<file path="config.mk">
export PLATFORM = sky130hd
export DESIGN_NAME = dmem_access_ctrl
export DESIGN_NICKNAME = d
export VERILOG_FILES = /design/src/rtl/dmem_pkg.sv /design/src/rtl/dmem_lane_merge.sv /design/src/rtl/dmem_access_ctrl.sv
export SDC_FILE = /design/constraint.sdc
export NUM_CORES = 1
export LEC_CHECK = 0
export ABC_AREA = 1
export CORE_AREA = 2 2 334 336
export DETAILED_ROUTE_END_ITERATION = 10
export DIE_AREA = 0 0 336 338
export HOLD_SLACK_MARGIN = 0.08
export PLACE_DENSITY = 0.59
export SETUP_SLACK_MARGIN = 0.4
export SLEW_MARGIN = 30
export SYNTH_ARGS = -nofsm -noshare
export SYNTH_HDL_FRONTEND = slang
export SYNTH_SLANG_ARGS = --single-unit
</file>
<file path="constraint.sdc">
create_clock -name clk -period 2 [get_ports clk]
set_clock_uncertainty 0.1 [all_clocks]
set_input_delay 0.6 -clock clk [delete_from_list [all_inputs] [get_ports clk]]
set_output_delay 0.6 -clock clk [all_outputs]
set_load 0.02 [all_outputs]
</file>
<file path="src/rtl/dmem_pkg.sv">
// Shared constants, FSM encoding and lane helpers for the data-memory access controller.
package dmem_pkg;
  localparam int LANES  = 6;
  localparam int LANE_W = 32;
  localparam int VEC_W  = LANES * LANE_W;

  typedef enum logic [2:0] {
    IDLE, LD_WAIT, ST_WR, RMW_WAIT, RMW_WR, RESP
  } state_t;

  // Request fields still needed after the accept edge.
  typedef struct packed {
    logic              is_vec;
    logic [LANES-1:0]  mask;
    logic [VEC_W-1:0]  data;
  } req_t;

  function automatic logic [LANE_W-1:0] lane_slice(input logic [VEC_W-1:0] v, input int unsigned i);
    return v[i*LANE_W +: LANE_W];
  endfunction

  function automatic logic [VEC_W-1:0] zext_scalar(input logic [LANE_W-1:0] x);
    return {{(VEC_W-LANE_W){1'b0}}, x};
  endfunction
endpackage

</file>
<file path="src/rtl/dmem_lane_merge.sv">
// Combinational lane-wise merge of the old memory word with new store data under a lane mask.
module dmem_lane_mux
  import dmem_pkg::*;
(
  input  logic [LANE_W-1:0] old_lane,
  input  logic [LANE_W-1:0] new_lane,
  input  logic              sel,
  output logic [LANE_W-1:0] lane
);
  assign lane = sel ? new_lane : old_lane;
endmodule

module dmem_lane_merge
  import dmem_pkg::*;
(
  input  logic [VEC_W-1:0] old_word,
  input  logic [VEC_W-1:0] new_word,
  input  logic [LANES-1:0] mask,
  output logic [VEC_W-1:0] merged
);
  logic [LANES-1:0][LANE_W-1:0] merged_l;

  for (genvar i = 0; i < LANES; i++) begin : g_lane
    dmem_lane_mux u_mux (
      .old_lane (lane_slice(old_word, i)),
      .new_lane (lane_slice(new_word, i)),
      .sel      (mask[i]),
      .lane     (merged_l[i])
    );
  end

  assign merged = merged_l;
endmodule

</file>
<file path="src/rtl/dmem_access_ctrl.sv">
// MEM-stage initiator for the data memory: one request at a time, read latency
// sequencing, read-modify-write for partially masked vector stores.
module dmem_access_ctrl
  import dmem_pkg::*;
#(
  parameter int RD_LAT = 1
) (
  input  logic              clk,
  input  logic              reset,
  input  logic              reqValid,
  output logic              reqReady,
  input  logic              reqWrite,
  input  logic              reqIsVector,
  input  logic [31:0]       reqAddress,
  input  logic [VEC_W-1:0]  reqData,
  input  logic [LANES-1:0]  reqMask,
  output logic              respValid,
  input  logic              respReady,
  output logic [VEC_W-1:0]  respData,
  output logic              busy,
  output logic              memIsVector,
  output logic              memWe,
  output logic [31:0]       memAddress,
  output logic [VEC_W-1:0]  memWd,
  input  logic [VEC_W-1:0]  memRd
);
  state_t            state, state_nxt;
  req_t              req;
  logic [RD_LAT-1:0] lat_pipe;
  logic              lat_done;
  logic              wr_en;
  logic              accept;
  logic              is_rmw;
  logic [31:0]       mem_addr;
  logic              mem_isvec;
  logic [VEC_W-1:0]  mem_wd;
  logic [VEC_W-1:0]  resp_data;
  logic [VEC_W-1:0]  merged;

  assign accept   = reqValid && reqReady;
  assign lat_done = lat_pipe[RD_LAT-1];
  assign is_rmw   = reqIsVector && (reqMask != '0) && (reqMask != '1);

  always_ff @(posedge clk) begin
    if (reset) state <= IDLE;
    else       state <= state_nxt;
  end

  always_comb begin
    state_nxt = state;
    case (state)
      IDLE:     if (reqValid) state_nxt = !reqWrite ? LD_WAIT : (is_rmw ? RMW_WAIT : ST_WR);
      LD_WAIT:  if (lat_done) state_nxt = RESP;
      ST_WR:    state_nxt = RESP;
      RMW_WAIT: if (lat_done) state_nxt = RMW_WR;
      RMW_WR:   state_nxt = RESP;
      RESP:     if (respReady) state_nxt = IDLE;
      default:  state_nxt = IDLE;
    endcase
  end

  // A mask-zero vector store rides ST_WR for its one-cycle ack but never strobes memWe.
  always_comb begin
    reqReady  = (state == IDLE);
    busy      = (state != IDLE);
    respValid = (state == RESP);
    memWe     = ((state == ST_WR) && wr_en) || (state == RMW_WR);
  end

  dmem_lane_merge u_merge (
    .old_word (memRd),
    .new_word (req.data),
    .mask     (req.mask),
    .merged   (merged)
  );

  always_ff @(posedge clk) begin
    if (reset) begin
      mem_addr  <= '0;
      mem_isvec <= 1'b0;
      mem_wd    <= '0;
      resp_data <= '0;
      lat_pipe  <= '0;
      wr_en     <= 1'b0;
      req       <= '0;
    end else begin
      lat_pipe <= lat_pipe << 1;
      if (accept) begin
        mem_addr  <= reqAddress;
        mem_isvec <= reqIsVector;
        req       <= '{is_vec: reqIsVector, mask: reqMask, data: reqData};
        lat_pipe  <= RD_LAT'(1);
        wr_en     <= !(reqIsVector && (reqMask == '0));
        if (reqWrite) mem_wd <= reqIsVector ? reqData : zext_scalar(reqData[LANE_W-1:0]);
      end
      case (state)
        LD_WAIT:       if (lat_done) resp_data <= req.is_vec ? memRd : zext_scalar(memRd[LANE_W-1:0]);
        RMW_WAIT:      if (lat_done) mem_wd <= merged;
        ST_WR, RMW_WR: resp_data <= '0;
        default: ;
      endcase
    end
  end

  assign memAddress  = mem_addr;
  assign memIsVector = mem_isvec;
  assign memWd       = mem_wd;
  assign respData    = resp_data;
endmodule

</file>
Word level (Yosys, flattened, before mapping) --
Index checks and enable logic that the tools add are counted.
Word-level totals: bits in registers 620, input bits 428, output and inout bits 421, word-level logic and storage cells 56
Operators by class: equal/unequal tests 10, mux-type cells 22, reductions and logical operators 15
Operators by type and width (count):
- 192-bit 2-to-1 mux | 7
- 192-bit one-hot mux with 2 select lines | 1
- 32-bit 2-to-1 mux | 6
- 3-bit one-hot mux with 5 select lines | 1
- 3-bit 2-to-1 mux | 4
- 3-bit by 2-bit == test with 1-bit output, second input constant | 2
- 3-bit == test, second input constant | 2
- 6-bit logical NOT | 1
- 2-bit != test, second input constant | 3
- 6-bit != test, second input constant | 1
- 6-bit nonzero test | 1
- 1-bit logical AND | 5
- 4-bit AND reduction | 1
- 3-bit by 1-bit == test with 1-bit output, second input constant | 1
- 3-bit logical NOT | 1
- 3-bit nonzero test | 1
- 1-bit 2-to-1 mux | 2
- 2-bit 2-to-1 mux | 1
- 2-bit by 1-bit != test with 1-bit output, second input constant | 1
- 2-bit AND reduction | 1
- 2-bit nonzero test | 1
- 2-bit OR reduction | 1
- 1-bit logical NOT | 1
- 1-bit logical OR | 1

Logic depth before layout (Yosys ltp) --
depth in word-level cells 7, gate-level depth with buffers 11

By module --
A second synthesis with hierarchy kept.
Unflattened totals: cells, all modules 3683, area total of the unflattened synthesis 26499.2 µm²
By module, submodules not included:
- dmem_access_ctrl | instances 1, cells an instance 3059, area each 23548.8 µm²
- dmem_lane_mux | instances 6, cells an instance 104, area each 491.7 µm²

Worst setup path before layout --
No wires, ideal clock.
path kind reg2out, start point register state[1], end point output port memWe, arrival time 1.306 ns, data required time 1.300 ns, setup slack -0.006 ns, cell stages (with the launch flop) 6, buffers on the path 2, cells stage by stage dfxtp_1 > nor2_2 > o21ai_2 > buf_2 > buf_1 > nor2_1
On the way: cells in the longest elaborated chain, start to end 3, elaborated cells between the ends (all ways) 4
RTL lines:
- start, declared | line dmem_access_ctrl.sv:27 | state_t state, state_nxt;
- start signal, assigned | line dmem_access_ctrl.sv:46 | else state <= state_nxt;
- 3-bit by 2-bit == test with 1-bit output | line dmem_access_ctrl.sv:67 | memWe = ((state == ST_WR) && wr_en) || (state == RMW_WR);
- 1-bit logical AND | line dmem_access_ctrl.sv:67
- 1-bit logical OR * | line dmem_access_ctrl.sv:67
- end, declared | line dmem_access_ctrl.sv:22 | output logic memWe,
Every way passes the cells marked *; elsewhere a longest branch is shown, timed or not.

Final worst setup path --
Same ends and word-level chain as after synthesis.

==> key figures <==
Outcome
  • Status: finished with violations
  • Failing checks: setup timing

Hold path
  • Min-Delay Path Class: in -> reg

CTS
  • Cts hold-fix bufs: 0
  • Clk_lat worst skew: approximately 0.66 ns
  • CTS root buf: clkbuf_16
  • Reg clk slew, reported paths: 0.06 ns
  • CTS Buf Count: 75
  • CTS Buffer Depth: 3
  • CTS tree: built
  • H-tree levels: 3
  • Sinks on Clock Net: between 600 and 700

STA
  • Post-route setup TNS: -50.51 ns
  • Endpoints failing hold: 0
  • Fmax: around 420 MHz
  • Max transition margin: 37.8%
  • Setup Viol. Count Final: 360
  • Slew Limit Fails: 0
  • Worst-margin pin slew: approximately 0.93 ns
  • Min cycle time layout: roughly 2.4 ns
  • Part of the cycle the worst path needs: 118%
  • RSZ-0062 raised after global routing: true
  • Final setup margin: -0.353 ns

Setup path
  • Worst EP required: between 1 and 1.5 ns
  • Crit path kind: reg -> out
  • Critical path arrival: approximately 1.7 ns
  • Kind of start point of the critical path: register
  • Slowest stage cell on the critical path: dfxtp_2
  • CP cell instances: buf_6, nand2_4, nand2_4, o21ai_4, nor2_4, buf_6
  • Worst path bufs/invs: 2
  • Largest stage delay on the critical path: ~0.36 ns
  • Max FO, Critical Path: 4
  • Critical path endpoint category: output port
  • Critical path's top delay family: flip-flops

Yosys
  • Synth unique cells: 22
  • Post-synthesis register bit count: 620
  • Top cells by area, synth: dfxtp_1 (46%), nand2_1 (11%), o21ai_0 (7.9%)
  • Ys flop type: dfxtp_1
  • Post-Synthesis Cells: 3837
  • Post-synth EDFFs: 0
  • Largest area contributor in the synthesized netlist: dfxtp_1
  • Most frequent cell after synthesis: nand2_1
  • Syn Area/Cell: 6.97 sq um
  • Asr flop ratio synth: 0%
  • Syn nets: 4265
  • Post-synth top cells: nand2_1 (815), dfxtp_1 (620), nor2_1 (467), o21ai_0 (425), inv_1 (379)
  • Synthesized area: between 20000 and 30000 sq um
  • Register area share after synthesis: about 46%
  • Synth top area share: a little under half
  • YS warnings: 0

Detailed routing
  • DRC viols: 0
  • Vias: between 30000 and 40000
  • DRT Pass-1 Iters: 6
  • Post-DR vias/cell: ~4.8
  • Routed wire length: around 140 mm
  • DR iter-0 viols: around 2400
  • Remaining antenna violation count: 0
  • WL per Instance: 21.7 um

Floorplanning
  • Die width: between 300 and 400 um
  • Row cnt: between 100 and 150
  • Die area: approximately 110000 sq um
  • Core ar.: around 110000 sq um
  • Initial core utilization: about a quarter
  • Ports: ~850
  • Chip height: approximately 340 um

Flow run
  • Maxcap violations: 0

Placed design
  • GPL Wtd Cong: 0.893
  • IO buf count: roughly 850
  • HPWL after DPL: roughly 90 mm

GRT
  • Largest net degree at the start of global routing: around 110
  • Initial antenna violation count: 22
  • GRT Total Usage: 21.4%
  • First-pass GRT wire length: 183 mm
  • Vias in the first global route: between 20000 and 30000
  • Grt ovf: 0

Cells and area
  • Fin nets: ~5200
  • Area Growth Syn to Fin: 72.7%
  • Share of cells above drive strength 1: 34.4%

Pwr
  • Total Power: around 56 mW
  • Maximum vdd drop: 0.682 mV
  • PwrDens: 1220 nW/um^2
  • Leak: between 20 and 25 nW
per-layer routing:
layer / part of all wire [%] / track usage, % / vias to the layer above
li1: - / - / 14400
met1: 40 / 25.6 / 14500
met2: 46 / 35.1 / 1381
met3: 9.3 / 6.11 / 235
met4: 4.4 / 10.3 / 14
met5: 0.061 / 0 / -
final timing paths:
kind,slack (ns),to,cells past startpoint,from
worst max-delay path,-0.35,memWe,6,state[1]
worst min register to register,0.35,respData[44],2,respData[44]
worst max register to register,-0.29,respData[158],16,state[1]
worst min-delay path,0.21,memWd[23],4,reset
report_power, final:
group          total [mW]  internal [mW]  switching, mW
Sequential           16.1           14.7           1.37
Clock                14.5           8.54           5.94
Combinational        25.9           11.9           14.0
Total                56.4           35.1           21.3
flip-flops by register name, indices dropped and copies added, names as in the netlist:
register and cells:
memAddress 32, wr_en 1, respData 192, req 198, memIsVector 1, lat_done 1
state 3, memWd 192
per-stage QoR:
stage | std cells | util [%] | worst slack, ns | hold WS, ns | cell area [sq um]
3_3_place_gp | 6032 | 34.5 | -0.315 | 0.351 | 37900
2_1_floorplan | 3837 | - | 0.292 | 0.378 | 26900
5_1_grt | 6338 | 42.0 | -0.443 | 0.187 | 46200
4_1_cts | 6245 | 39.0 | -0.443 | 0.145 | 42900
3_5_place_dp | 6032 | 34.5 | -0.360 | 0.354 | 37900
6_report | 6342 | 42.0 | -0.353 | 0.207 | 46200
area by class of cell:
class	count	area, sq um
Fill cell	10900	63800
Timing Repair Buffer	1191	14100
Multi-Input combinational cell	2496	13200
Sequential cell	620	12900
Clock buffer	114	2260
Tap cell	1488	1860
Inverter	397	1550
Clock inverter	22	324
Antenna cell	13	32.5
Timing Repair inverter	1	11.3
cells by family (layout without fill, tap and decap cells):
| kind of cell | Yosys count | after routing | synth area share, % |
|---|---|---|---|
| AO/OA/AOI/OAI | 946 | 946 | 19.2 |
| buffers and inverters | 721 | 1725 | 10.5 |
| flip-flops | 620 | 620 | 46.4 |
| other | 0 | 13 | 0 |
| AND/OR/NAND/NOR | 1550 | 1550 | 23.8 |
worst min-delay path, stage by stage:
cell and delay [ns]:
clkbuf_8 0.14, inv_8 0.07, nand3_1 0.08, inv_1 0.03
cells in the final DEF, fill, tap and decap left out, types with 72 or more instances in the layout:
master / synthesis / final
nand2_1: 815 / 622
nor2_1: 467 / 464
buf_6: 0 / 438
clkdlybuf4s50_1: 0 / 426
o21ai_0: 425 / 424
dfxtp_2: 0 / 407
inv_1: 379 / 377
a21oi_1: 360 / 251
dfxtp_1: 620 / 206
nand4_1: 161 / 161
buf_4: 11 / 161
o211ai_1: 158 / 158
clkbuf_16: 0 / 113
a21oi_2: 0 / 106
nand2_2: 1 / 100
nand2_4: 0 / 93
buf_12: 0 / 78
nand3_1: 101 / 72
what timing repair did:
action / in CTS / in global routing
setup endpoints to repair: 866 / 1025
gates resized for setup: 2988 / 523
buffers inserted: 56 / 39
pin swaps: 11 / 120
cloned: 21 / 45
(Power assumes the default switching activity.)
